`config.mk`:
```
export PLATFORM = sky130hd
export DESIGN_NAME = tv_code_player_flat
export DESIGN_NICKNAME = d
export VERILOG_FILES = /design/src/rtl/tv_code_player_if.sv /design/src/rtl/tv_code_player.sv /design/src/flat_wrapper.sv
export SDC_FILE = /design/constraint.sdc
export NUM_CORES = 1
export LEC_CHECK = 0
export BUFFER_PORTS_ARGS = -buffer_cell sky130_fd_sc_hd__buf_2
export CAP_MARGIN = 10
export CORE_UTILIZATION = 44
export DETAILED_ROUTE_END_ITERATION = 6
export PLACE_DENSITY = 0.59
export SLEW_MARGIN = 20
export SYNTH_ARGS = -nofsm -noshare
export SYNTH_HDL_FRONTEND = slang
export SYNTH_SLANG_ARGS = --single-unit
```
`constraint.sdc`:
```
create_clock -name clk -period 8.8 [get_ports clk]
set_input_delay 1.76 -clock clk [delete_from_list [all_inputs] [get_ports clk]]
set_output_delay 1.76 -clock clk [all_outputs]
set_load 0.01 [all_outputs]
```
`src/rtl/tv_code_player_if.sv`:
```
// Code ROM bus between the IR code player (master) and the code table ROM (slave).
// The ROM answers combinationally: data and overflow follow the address in the same cycle.
interface tv_code_player_if #(
  parameter int unsigned ADDRESS_BITS = 13
);
  logic [ADDRESS_BITS-1:0] rom_address;
  logic [7:0]              rom_data;
  logic                    rom_overflow;

  modport master (
    output rom_address,
    input  rom_data,
    input  rom_overflow
  );

  modport slave (
    input  rom_address,
    output rom_data,
    output rom_overflow
  );
endinterface

```
`src/rtl/tv_code_player.sv`:
```
// Walks the IR code table in ROM record by record and drives the carrier-modulated IR LED.
// One start plays the whole table once; abort or a ROM overflow ends playback early.
module tv_code_player #(
  parameter int unsigned ADDRESS_BITS     = 13,
  parameter int unsigned TIME_UNIT_CYCLES = 120,
  parameter int unsigned GAP_UNITS        = 20000
) (
  input  logic                    clk,
  input  logic                    rst,
  input  logic                    start,
  input  logic                    abort,
  tv_code_player_if.master        rom,
  output logic                    ir_out,
  output logic                    busy,
  output logic                    done,
  output logic [7:0]              code_count
);

  localparam int unsigned MARK_MAX  = 255 * TIME_UNIT_CYCLES;
  localparam int unsigned GAP_LEN   = GAP_UNITS * TIME_UNIT_CYCLES;
  localparam int unsigned TIMER_MAX = (GAP_LEN > MARK_MAX) ? GAP_LEN : MARK_MAX;
  localparam int unsigned TIMER_W   = $clog2(TIMER_MAX + 1);

  typedef enum logic [3:0] {
    IDLE, F_CARRIER, F_COUNT, F_MARK, F_SPACE, MARK, SPACE, GAP, DONE
  } state_t;

  state_t             state;
  logic [7:0]         carrier_half;
  logic [7:0]         pairs;
  logic [7:0]         mark_units;
  logic [7:0]         space_units;
  logic [7:0]         phase;
  logic [TIMER_W-1:0] timer;

  logic [TIMER_W-1:0] mark_load;
  logic [TIMER_W-1:0] space_load;
  logic [TIMER_W-1:0] space_fetch_load;
  logic [TIMER_W-1:0] gap_load;
  logic               last_pair;
  logic               fetching;

  // Timers count down to zero, so each load is length-1.
  assign mark_load        = TIMER_W'(TIMER_W'(mark_units) * TIMER_W'(TIME_UNIT_CYCLES) - TIMER_W'(1));
  assign space_load       = TIMER_W'(TIMER_W'(space_units) * TIMER_W'(TIME_UNIT_CYCLES) - TIMER_W'(1));
  assign space_fetch_load = TIMER_W'(TIMER_W'(rom.rom_data) * TIMER_W'(TIME_UNIT_CYCLES) - TIMER_W'(1));
  assign gap_load         = TIMER_W'(GAP_LEN - 1);
  assign last_pair        = (pairs == 8'd1);
  assign fetching         = (state == F_CARRIER) || (state == F_COUNT) ||
                            (state == F_MARK) || (state == F_SPACE);

  always_ff @(posedge clk) begin
    if (rst) begin
      state           <= IDLE;
      rom.rom_address <= '0;
      ir_out          <= 1'b0;
      busy            <= 1'b0;
      done            <= 1'b0;
      code_count      <= 8'd0;
      carrier_half    <= 8'd0;
      pairs           <= 8'd0;
      mark_units      <= 8'd0;
      space_units     <= 8'd0;
      phase           <= 8'd0;
      timer           <= '0;
    end else begin
      done <= 1'b0;
      if (abort && state != IDLE) begin
        state  <= IDLE;
        ir_out <= 1'b0;
        busy   <= 1'b0;
      end else if (fetching && rom.rom_overflow) begin
        state  <= DONE;
        done   <= 1'b1;
        busy   <= 1'b0;
        ir_out <= 1'b0;
      end else begin
        case (state)
          IDLE: begin
            if (start && !abort) begin
              rom.rom_address <= '0;
              code_count      <= 8'd0;
              busy            <= 1'b1;
              state           <= F_CARRIER;
            end
          end
          F_CARRIER: begin
            carrier_half    <= rom.rom_data;
            rom.rom_address <= rom.rom_address + ADDRESS_BITS'(1);
            state           <= F_COUNT;
          end
          F_COUNT: begin
            rom.rom_address <= rom.rom_address + ADDRESS_BITS'(1);
            if (rom.rom_data == 8'd0) begin
              state <= DONE;
              done  <= 1'b1;
              busy  <= 1'b0;
            end else begin
              pairs <= rom.rom_data;
              state <= F_MARK;
            end
          end
          F_MARK: begin
            mark_units      <= rom.rom_data;
            rom.rom_address <= rom.rom_address + ADDRESS_BITS'(1);
            state           <= F_SPACE;
          end
          F_SPACE: begin
            space_units     <= rom.rom_data;
            rom.rom_address <= rom.rom_address + ADDRESS_BITS'(1);
            if (mark_units != 8'd0) begin
              state  <= MARK;
              timer  <= mark_load;
              ir_out <= 1'b1;
              phase  <= 8'd0;
            end else if (rom.rom_data != 8'd0) begin
              state <= SPACE;
              timer <= space_fetch_load;
            end else begin
              pairs <= pairs - 8'd1;
              timer <= gap_load;
              state <= last_pair ? GAP : F_MARK;
            end
          end
          MARK: begin
            if (timer == '0) begin
              ir_out <= 1'b0;
              if (space_units != 8'd0) begin
                state <= SPACE;
                timer <= space_load;
              end else begin
                pairs <= pairs - 8'd1;
                timer <= gap_load;
                state <= last_pair ? GAP : F_MARK;
              end
            end else begin
              timer <= timer - TIMER_W'(1);
              // carrier_half of zero leaves the LED steadily on for the mark
              if (carrier_half != 8'd0) begin
                if (phase == carrier_half - 8'd1) begin
                  ir_out <= ~ir_out;
                  phase  <= 8'd0;
                end else begin
                  phase <= phase + 8'd1;
                end
              end
            end
          end
          SPACE: begin
            if (timer == '0) begin
              pairs <= pairs - 8'd1;
              timer <= gap_load;
              state <= last_pair ? GAP : F_MARK;
            end else begin
              timer <= timer - TIMER_W'(1);
            end
          end
          GAP: begin
            if (timer == '0) begin
              code_count <= code_count + 8'd1;
              state      <= F_CARRIER;
            end else begin
              timer <= timer - TIMER_W'(1);
            end
          end
          DONE:    state <= IDLE;
          default: state <= IDLE;
        endcase
      end
    end
  end

endmodule

```
`src/flat_wrapper.sv`:
```
// flat-port wrapper written by rule: the top's interface ports become plain ports
module tv_code_player_flat 
#(
  parameter int unsigned ADDRESS_BITS     = 13,
  parameter int unsigned TIME_UNIT_CYCLES = 120,
  parameter int unsigned GAP_UNITS        = 20000
)
  (clk, rst, start, abort, ir_out, busy, done, code_count, rom_rom_address, rom_rom_data, rom_rom_overflow);
  tv_code_player_if #(.ADDRESS_BITS(ADDRESS_BITS)) rom_i ();
  input  logic clk;
  input  logic rst;
  input  logic start;
  input  logic abort;
  output logic ir_out;
  output logic busy;
  output logic done;
  output logic [7:0] code_count;
  output wire logic [$bits(rom_i.rom_address)-1:0] rom_rom_address;
  input wire logic [$bits(rom_i.rom_data)-1:0] rom_rom_data;
  input wire logic [$bits(rom_i.rom_overflow)-1:0] rom_rom_overflow;
  assign rom_rom_address = rom_i.rom_address;
  assign rom_i.rom_data = rom_rom_data;
  assign rom_i.rom_overflow = rom_rom_overflow;
  tv_code_player #(.ADDRESS_BITS(ADDRESS_BITS), .TIME_UNIT_CYCLES(TIME_UNIT_CYCLES), .GAP_UNITS(GAP_UNITS)) u_core (.clk(clk), .rst(rst), .start(start), .abort(abort), .rom(rom_i), .ir_out(ir_out), .busy(busy), .done(done), .code_count(code_count));
endmodule
```
==> results of run 1 <==
## sequential cells by signal, indices dropped and copies added (netlist names), 4 cells and up
name	flops
u_core.carrier_half	8
u_core.code_count	8
u_core.mark_units	8
u_core.pairs	8
u_core.phase	8
u_core.rom.rom_address	13
u_core.space_units	8
u_core.state	4
u_core.timer	22
## synth_stat cells (all sizes together), types with 3 or more instances
master | number | share of area (%)
a2111oi | 6 | 0.61
a211o | 3 | 0.31
a211oi | 24 | 2.2
a21o | 9 | 0.79
a21oi | 57 | 3.5
a221oi | 14 | 1.4
a22oi | 6 | 0.53
a311oi | 5 | 0.51
a31oi | 8 | 0.58
and2 | 8 | 0.58
and3 | 12 | 0.88
and4 | 4 | 0.41
buf | 8 | 0.50
clkbuf | 33 | 1.4
dfxtp | 90 | 21
fa | 39 | 9.1
ha | 65 | 9.5
inv | 83 | 3.6
mux2i | 27 | 3.2
nand2 | 57 | 2.5
nand2b | 12 | 0.88
nand3 | 21 | 1.2
nand3b | 6 | 0.53
nand4 | 19 | 1.4
nand4b | 4 | 0.41
nor2 | 131 | 5.8
nor2b | 11 | 0.80
nor3 | 34 | 2.2
nor3b | 7 | 0.61
nor4 | 19 | 1.9
o211ai | 9 | 0.79
o21a | 5 | 0.44
o21ai | 50 | 2.9
o221ai | 3 | 0.31
o22ai | 12 | 0.88
o31ai | 7 | 0.61
or2 | 8 | 0.58
or3 | 26 | 1.9
or4 | 6 | 0.61
xnor2 | 35 | 3.6
xor2 | 52 | 5.3
## routing by layer
layer / up-vias / track usage [%] / part of all wire (%)
li1: 3830 / - / -
met1: 3594 / 31.4 / 48
met2: 186 / 35.5 / 45
met3: 24 / 3.64 / 5.0
met4: 0 / 4.98 / 1.5
met5: - / 0 / 0
## power groups by stage
stage | registers (uW) | clock network (uW) | logic, uW
floorplan | 452 | 0 | 391
global placement | 469 | 0 | 488
finish | 459 | 376 | 497
CTS | 459 | 386 | 492
global route | 463 | 402 | 547
detailed placement | 468 | 0 | 490
## cell families after synthesis
group / count (synthesis) / share of synthesized area, %
and+or+nand+nor: 389 / 23.6
xor gates and xnor gates: 87 / 8.88
AOI/OAI and AO/OA: 243 / 19.2
buffers and inverters: 124 / 5.57
DFF: 90 / 21.0
muxes: 27 / 3.15
adders and majority gates: 104 / 18.6
## worst paths after layout
check	start	to	slack, ns	depth (start not counted)
setup / recovery	rom_rom_data[5]	u_core.timer[20]	3.28	14
hold reg to reg	u_core.timer[4]	u_core.timer[4]	0.51	2
hold / removal	u_core.timer[4]	u_core.timer[4]	0.51	2
setup reg to reg	u_core.space_units[5]	u_core.timer[19]	4.05	13
## critical path, cell delays in order
cell,delay [ns]
buf_2,0.13
inv_1,0.26
fa_1,0.50
fa_1,0.51
inv_1,0.04
ha_1,0.37
a21o_1,0.20
a211oi_1,0.30
a211oi_1,0.11
a2111oi_0,0.62
and4_1,0.38
a32oi_1,0.10
or3_1,0.36
a31oi_1,0.14
## layout make-up
type                            count  area [um^2]  share of cell area [%]
Multi-Input combinational cell    850         6300                    68.2
Sequential cell                    90         1800                    19.5
Tap cell                          260          325                    3.52
Inverter                           83          312                    3.37
Clock buffer                        9          225                    2.44
Timing Repair Buffer               39          203                    2.20
Clock inverter                      7         66.3                   0.718
## per-stage QoR
stage	worst slack (ns)	util, %
floorplan	3.47	-
global placement	3.00	47.3
detailed placement	2.92	47.3
CTS	3.26	48.9
global route	3.06	48.9
finish	3.28	48.9
==> impl_results.md, run 1 <==
- Status: complete, no violations
- Die area: 20100 um^2
- # port buffers: 36
- Sequential share of power: 34.5%
- Nets: 1190
- Pwr dens: 144 nW/um^2
- Iter 0 DRT Violations: 754
- GPL Wtd Cong: 0.878
- Global Route Usage Sum: 22.2%
- Via count of the routed design: 7634
- Mean post-synth cell area: 8.06 um^2
- Crit Path Max Fanout: 7
- CTS sink cnt: 90
- Setup violators final: 0
- Initial antenna violation count: 0
- Commonest cells after routing, fill and taps aside: nor2_1, dfxtp_1, inv_1
- Starting Density: 45.4%
- CTS tree: yes
- Drt drc: 0
- Fin area: 9230 um^2
- Area grow syn2layout: 7.61%
- Clock Latency Late Sink: 0.35 ns
- Share of cells above drive strength 1: 7.61%
- CTS clk-pin slew, worst paths: 0.07 ns
- Sw Ratio: 38.1%
- Crit end category: register
- Share of the yosys chip area belonging to registers: 21.0%
- Global route overflow: 0
- Root Buffer Master: clkbuf_16
- Layout fillers: 1865
- Cell Count, Final, Fillers Out: 1338
- Internal Power: 824 uW
- Hold_ws: 0.506 ns
- Hold Buf Count CTS: 0
- Top FF cell, synth: dfxtp_1
- First-pass GRT wire length: 35600 um
- Total Routed Length: 22000 um
- CTS Buf Count: 9
- Die height: 142 um
- H-tree depth: 3
- Leakage Power: 0.00398 uW
- Core Region: 18900 um^2
- Total power: 1330 uW
- Worst Skew: 0.00864 ns
- Slew Limit Fails: 0
- DRT Pass-1 Iters: 5
- # IOs: 37
- Post-synth ARST share: 0%
- Post-DRT Antenna Nets: 0
- Final period util: 62.7%
- Commonest non-fill, non-tap cell in the layout: nor2_1
- Synth Register Bits: 90
- WL/cell: 16.4 um
- Min cycle time layout: 5.52 ns
- Max Cap Viol: 0
- Worst min-delay path class: register to register
- Unrepaired setup endpoints after global routing: false
- Req. time, crit path: 9.08 ns
- CP Class: input port to register
- Worst slew margin: 26.2%
- Largest net degree at the start of global routing: 64
- Mapped cell area: 8580 um^2
- # placed instances: 1322
- Final HPWL DP: 17200 um
- Vias in the first global route: 6879
- Num rows: 50
- Number of synthesized flops with an enable pin: 0
- Number of library cell types mapped by synthesis: 74
- Placed inst area: 8940 um^2
- Crit path launch type: input port
- Critical Path AT: 5.80 ns
- Clock Path Buffers: 2
- Final setup TNS: 0 ns
- Synth Warn #: 0
- Antenna diodes: 0
- Cts repair resizes: 0
- Fmax: 181 MHz
- Hold Fails Final Rpt: 0
- Cells after synthesis: 1064
- Total net switching power: 508 uW
- Setup repair bufs after CTS: 0
- Chip Width: 142 um
- Worst-margin pin slew: 1.08 ns
- Clock power share: 28.2%
- Vias per cell: 5.71
- Worst IR Drop VDD: 113 uV
- Gate power share: 37.3%
- Syn nets: 1181
Note: power is estimated with default switching activity, not from simulation.
==> run 2: changes to the inputs <==
--- a/config.mk
+++ b/config.mk
@@ -5,11 +5,12 @@
 export SDC_FILE = /design/constraint.sdc
 export NUM_CORES = 1
 export LEC_CHECK = 0
+export ABC_AREA = 1
 export BUFFER_PORTS_ARGS = -buffer_cell sky130_fd_sc_hd__buf_2
 export CAP_MARGIN = 10
 export CORE_UTILIZATION = 44
 export DETAILED_ROUTE_END_ITERATION = 6
-export PLACE_DENSITY = 0.59
+export PLACE_DENSITY = 0.61
 export SLEW_MARGIN = 20
 export SYNTH_ARGS = -nofsm -noshare
 export SYNTH_HDL_FRONTEND = slang
==> constraint.sdc (replaced) <==
create_clock -name clk -period 4.61 [get_ports clk]
set_input_delay 0.922 -clock clk [delete_from_list [all_inputs] [get_ports clk]]
set_output_delay 0.922 -clock clk [all_outputs]
set_load 0.01 [all_outputs]
==> run 2 against run 1 <==
Against the previous run:
- sequential power grew 150%
- setup slack got worse by 2.7 ns
- global-route usage is 1.0 points higher
- sequential cell count is the same
- sequential share of layout area shrank 0.24 points
- clock power grew 100%
- critical endpoint is now u_core.timer[16]
- largest power group unchanged
==> impl_results.md, run 2 <==
- Vias per cell: 5.16 (was 5.71)
- Cts repair resizes: 0 (unchanged)
- Synth Register Bits: 90 (unchanged)
- CTS tree: yes (unchanged)
- Max FFs per register: 22 (unchanged)
- Hold Buf Count CTS: 0 (unchanged)
- Final HPWL DP: 18000 um (was 17200 um)
- Worst slew margin: 47.0% (was 26.2%)
- CP Class: input port to register (unchanged)
- Via count of the routed design: 8227 (was 7634)
- Post-DRT Antenna Nets: 0 (unchanged)
- Worst Skew: 0.0119 ns (was 0.00864 ns)
- Biggest register: u_core.timer (unchanged)
- Pwr dens: 679 nW/um^2 (was 144 nW/um^2)
- Mapped cell area: 8620 um^2 (was 8580 um^2)
- R2r setup slk: 0.72 ns (was 4.05 ns)
- Hold Fails Final Rpt: 0 (unchanged)
- DRT Pass-1 Iters: 5 (unchanged)
- Commonest non-fill, non-tap cell in the layout: nand2_1 (was nor2_1)
- Mean post-synth cell area: 6.61 um^2 (was 8.06 um^2)
- DR WL met3: 696 um (was 1100 um)
- Setup violators final: 0 (unchanged)
- Global route overflow: 0 (unchanged)
- Max Cap Viol: 0 (unchanged)
- Hold_ws: 0.478 ns (was 0.506 ns)
- First-pass GRT wire length: 37300 um (was 35600 um)
- # IOs: 37 (unchanged)
- Final setup TNS: 0 ns (unchanged)
- Leakage Power: 0.00455 uW (was 0.00398 uW)
- WL/cell: 14.1 um (was 16.4 um)
- Number of library cell types mapped by synthesis: 48 (was 74)
- Syn nets: 1420 (was 1181)
- Starting Density: 45.5% (was 45.4%)
- Worst hold stages: 2 (unchanged)
- Die height: 142 um (about the same)
- Num rows: 50 (unchanged)
- Commonest cells after routing, fill and taps aside: nand2_1, inv_1, nor2_1 (was nor2_1, dfxtp_1, inv_1)
- Drt drc: 0 (unchanged)
- Min cycle time layout: 4.07 ns
- Wl on met1: 11400 um (was 10600 um)
- Status: complete, no violations (unchanged)
- Synth Warn #: 0 (unchanged)
- Total Routed Length: 22500 um (was 22000 um)
- CTS clk-pin slew, worst paths: 0.07 ns (about the same)
- Core Region: 19000 um^2 (was 18900 um^2)
- Nets: 1447 (was 1190)
- Antenna diodes: 0 (unchanged)
- Final period util: 88.3%
- Crit path launch type: input port (unchanged)
- Unrepaired setup endpoints after global routing: false (unchanged)
- Worst min-delay path class: register to register (unchanged)
- Req. time, crit path: 4.87 ns (was 9.08 ns)
- Fmax: 246 MHz
- # port buffers: 36 (unchanged)
- Share of cells above drive strength 1: 7.12% (was 7.61%)
- Post-synth top area share: 20.9% (was 21.0%)
- Largest net degree at the start of global routing: 34 (was 64)
- GPL Wtd Cong: 0.896 (was 0.878)
- Synth top cells by count: nand2_1, inv_1, nor2_1 (was nor2_1, dfxtp_1, inv_1)
- Post-synth ARST share: 0% (unchanged)
- Crit end category: register (unchanged)
- Number of synthesized flops with an enable pin: 0 (unchanged)
- Clock Latency Late Sink: 0.36 ns (was 0.35 ns)
- Area grow syn2layout: 8.47% (was 7.61%)
- Cells after synthesis: 1303 (was 1064)
- Root Buffer Master: clkbuf_16 (unchanged)
- Largest regs: u_core.timer x22, u_core.rom.rom_address x13 (unchanged)
- Top FF cell, synth: dfxtp_1 (unchanged)
- CTS Buf Count: 9 (unchanged)
- Iter 0 DRT Violations: 420 (was 754)
- CTS sink cnt: 90 (unchanged)
- Chip Width: 142 um (about the same)
- Vias in the first global route: 7664 (was 6879)
- Initial antenna violation count: 0 (unchanged)
- Slew Limit Fails: 0 (unchanged)
- Critical Path AT: 4.33 ns (was 5.80 ns)
- Post-synth top area cell: dfxtp_1 (unchanged)
- Clock Path Buffers: 2 (unchanged)
- Worst-margin pin slew: 0.794 ns (was 1.08 ns)
- Max Used Layer: met4 (unchanged)
- Global Route Usage Sum: 23.3% (was 22.2%)
- Worst R2R Path Depth: 20 (was 13)
- Setup repair bufs after CTS: 0 (unchanged)
- H-tree depth: 3 (unchanged)
- Crit Path Max Fanout: 6 (was 7)
- Share of the yosys chip area belonging to registers: 20.9% (was 21.0%)
- Most common cell in the synthesized netlist: nand2_1 (was nor2_1)
- Die area: 20100 um^2 (about the same)
- Met2 wire length: 10000 um (was 9900 um)
- Worst IR Drop VDD: 363 uV (was 113 uV)
- Dominant cells by area after synthesis: dfxtp_1, nand2_1, ha_1 (was dfxtp_1, ha_1, fa_1)
==> run 2: critical path, stage by stage <==
cell and delay (ns):
buf_2 0.14, inv_1 0.20, fa_1 0.48, fa_1 0.52
inv_1 0.04, ha_1 0.37, nand2_1 0.09, nand2_1 0.07
inv_1 0.08, nand2_1 0.07, nand2_1 0.06, nand2_1 0.12
nand3_1 0.14, nor2_1 0.06, nand2_1 0.09, nor2_1 0.07
nand2_1 0.09, nor2_1 0.04, o21ai_0 0.42, nand3_1 0.14
nand2_1 0.08, inv_1 0.03
==> run 2: where the power goes <==
part           internal [uW]  switching [uW]  total, uW
Sequential               948             179       1130
Combinational           1510            2950       4470
Clock                    382             373        754
Total                   2840            3500       6350
==> run 2: metal layers <==
metal  GRT usage, %  vias to the layer above
li1               -                     4252
met1           32.1                     3811
met2           38.4                      142
met3           2.89                       22
met4           5.83                        0
met5              0                        -
==> run 2: final timing paths <==
check / start / end
setup / recovery: rom_rom_data[3] / u_core.timer[16]
hold / removal: u_core.carrier_half[5] / u_core.carrier_half[5]
setup reg to reg: u_core.space_units[3] / u_core.timer[17]
hold reg to reg: u_core.carrier_half[5] / u_core.carrier_half[5]
==> run 2: cell type report <==
type / count / area, um^2
Clock buffer: 9 / 225
Sequential cell: 90 / 1800
Clock inverter: 7 / 70.1
Multi-Input combinational cell: 976 / 5920
Fill cell: 2013 / 9610
Inverter: 214 / 803
Tap cell: 260 / 325
Timing Repair Buffer: 39 / 203
==> run 2: per-stage QoR <==
stage	area, um^2	util [%]	instances	total power, uW	setup slack, ns
floorplan	8620	-	1303	4590	0.805
global route	9350	49.3	1595	7010	0.168
CTS	9350	49.3	1595	6350	0.598
finish	9350	49.3	1595	6350	0.540
detailed placement	9050	47.7	1579	5570	0.199
global placement	9050	47.7	1579	5540	0.337
==> run 2: kinds of logic (layout without fill, tap and decap cells) <==
kind of cell / count (synthesis) / after routing / share of synthesized area, %
compound gates: 206 / 206 / 13.5
simple gates: 614 / 614 / 31.4
buf+inv: 237 / 269 / 10.4
fa+ha+maj: 104 / 104 / 18.5
flops: 90 / 90 / 20.9
xor+xnor: 52 / 52 / 5.29
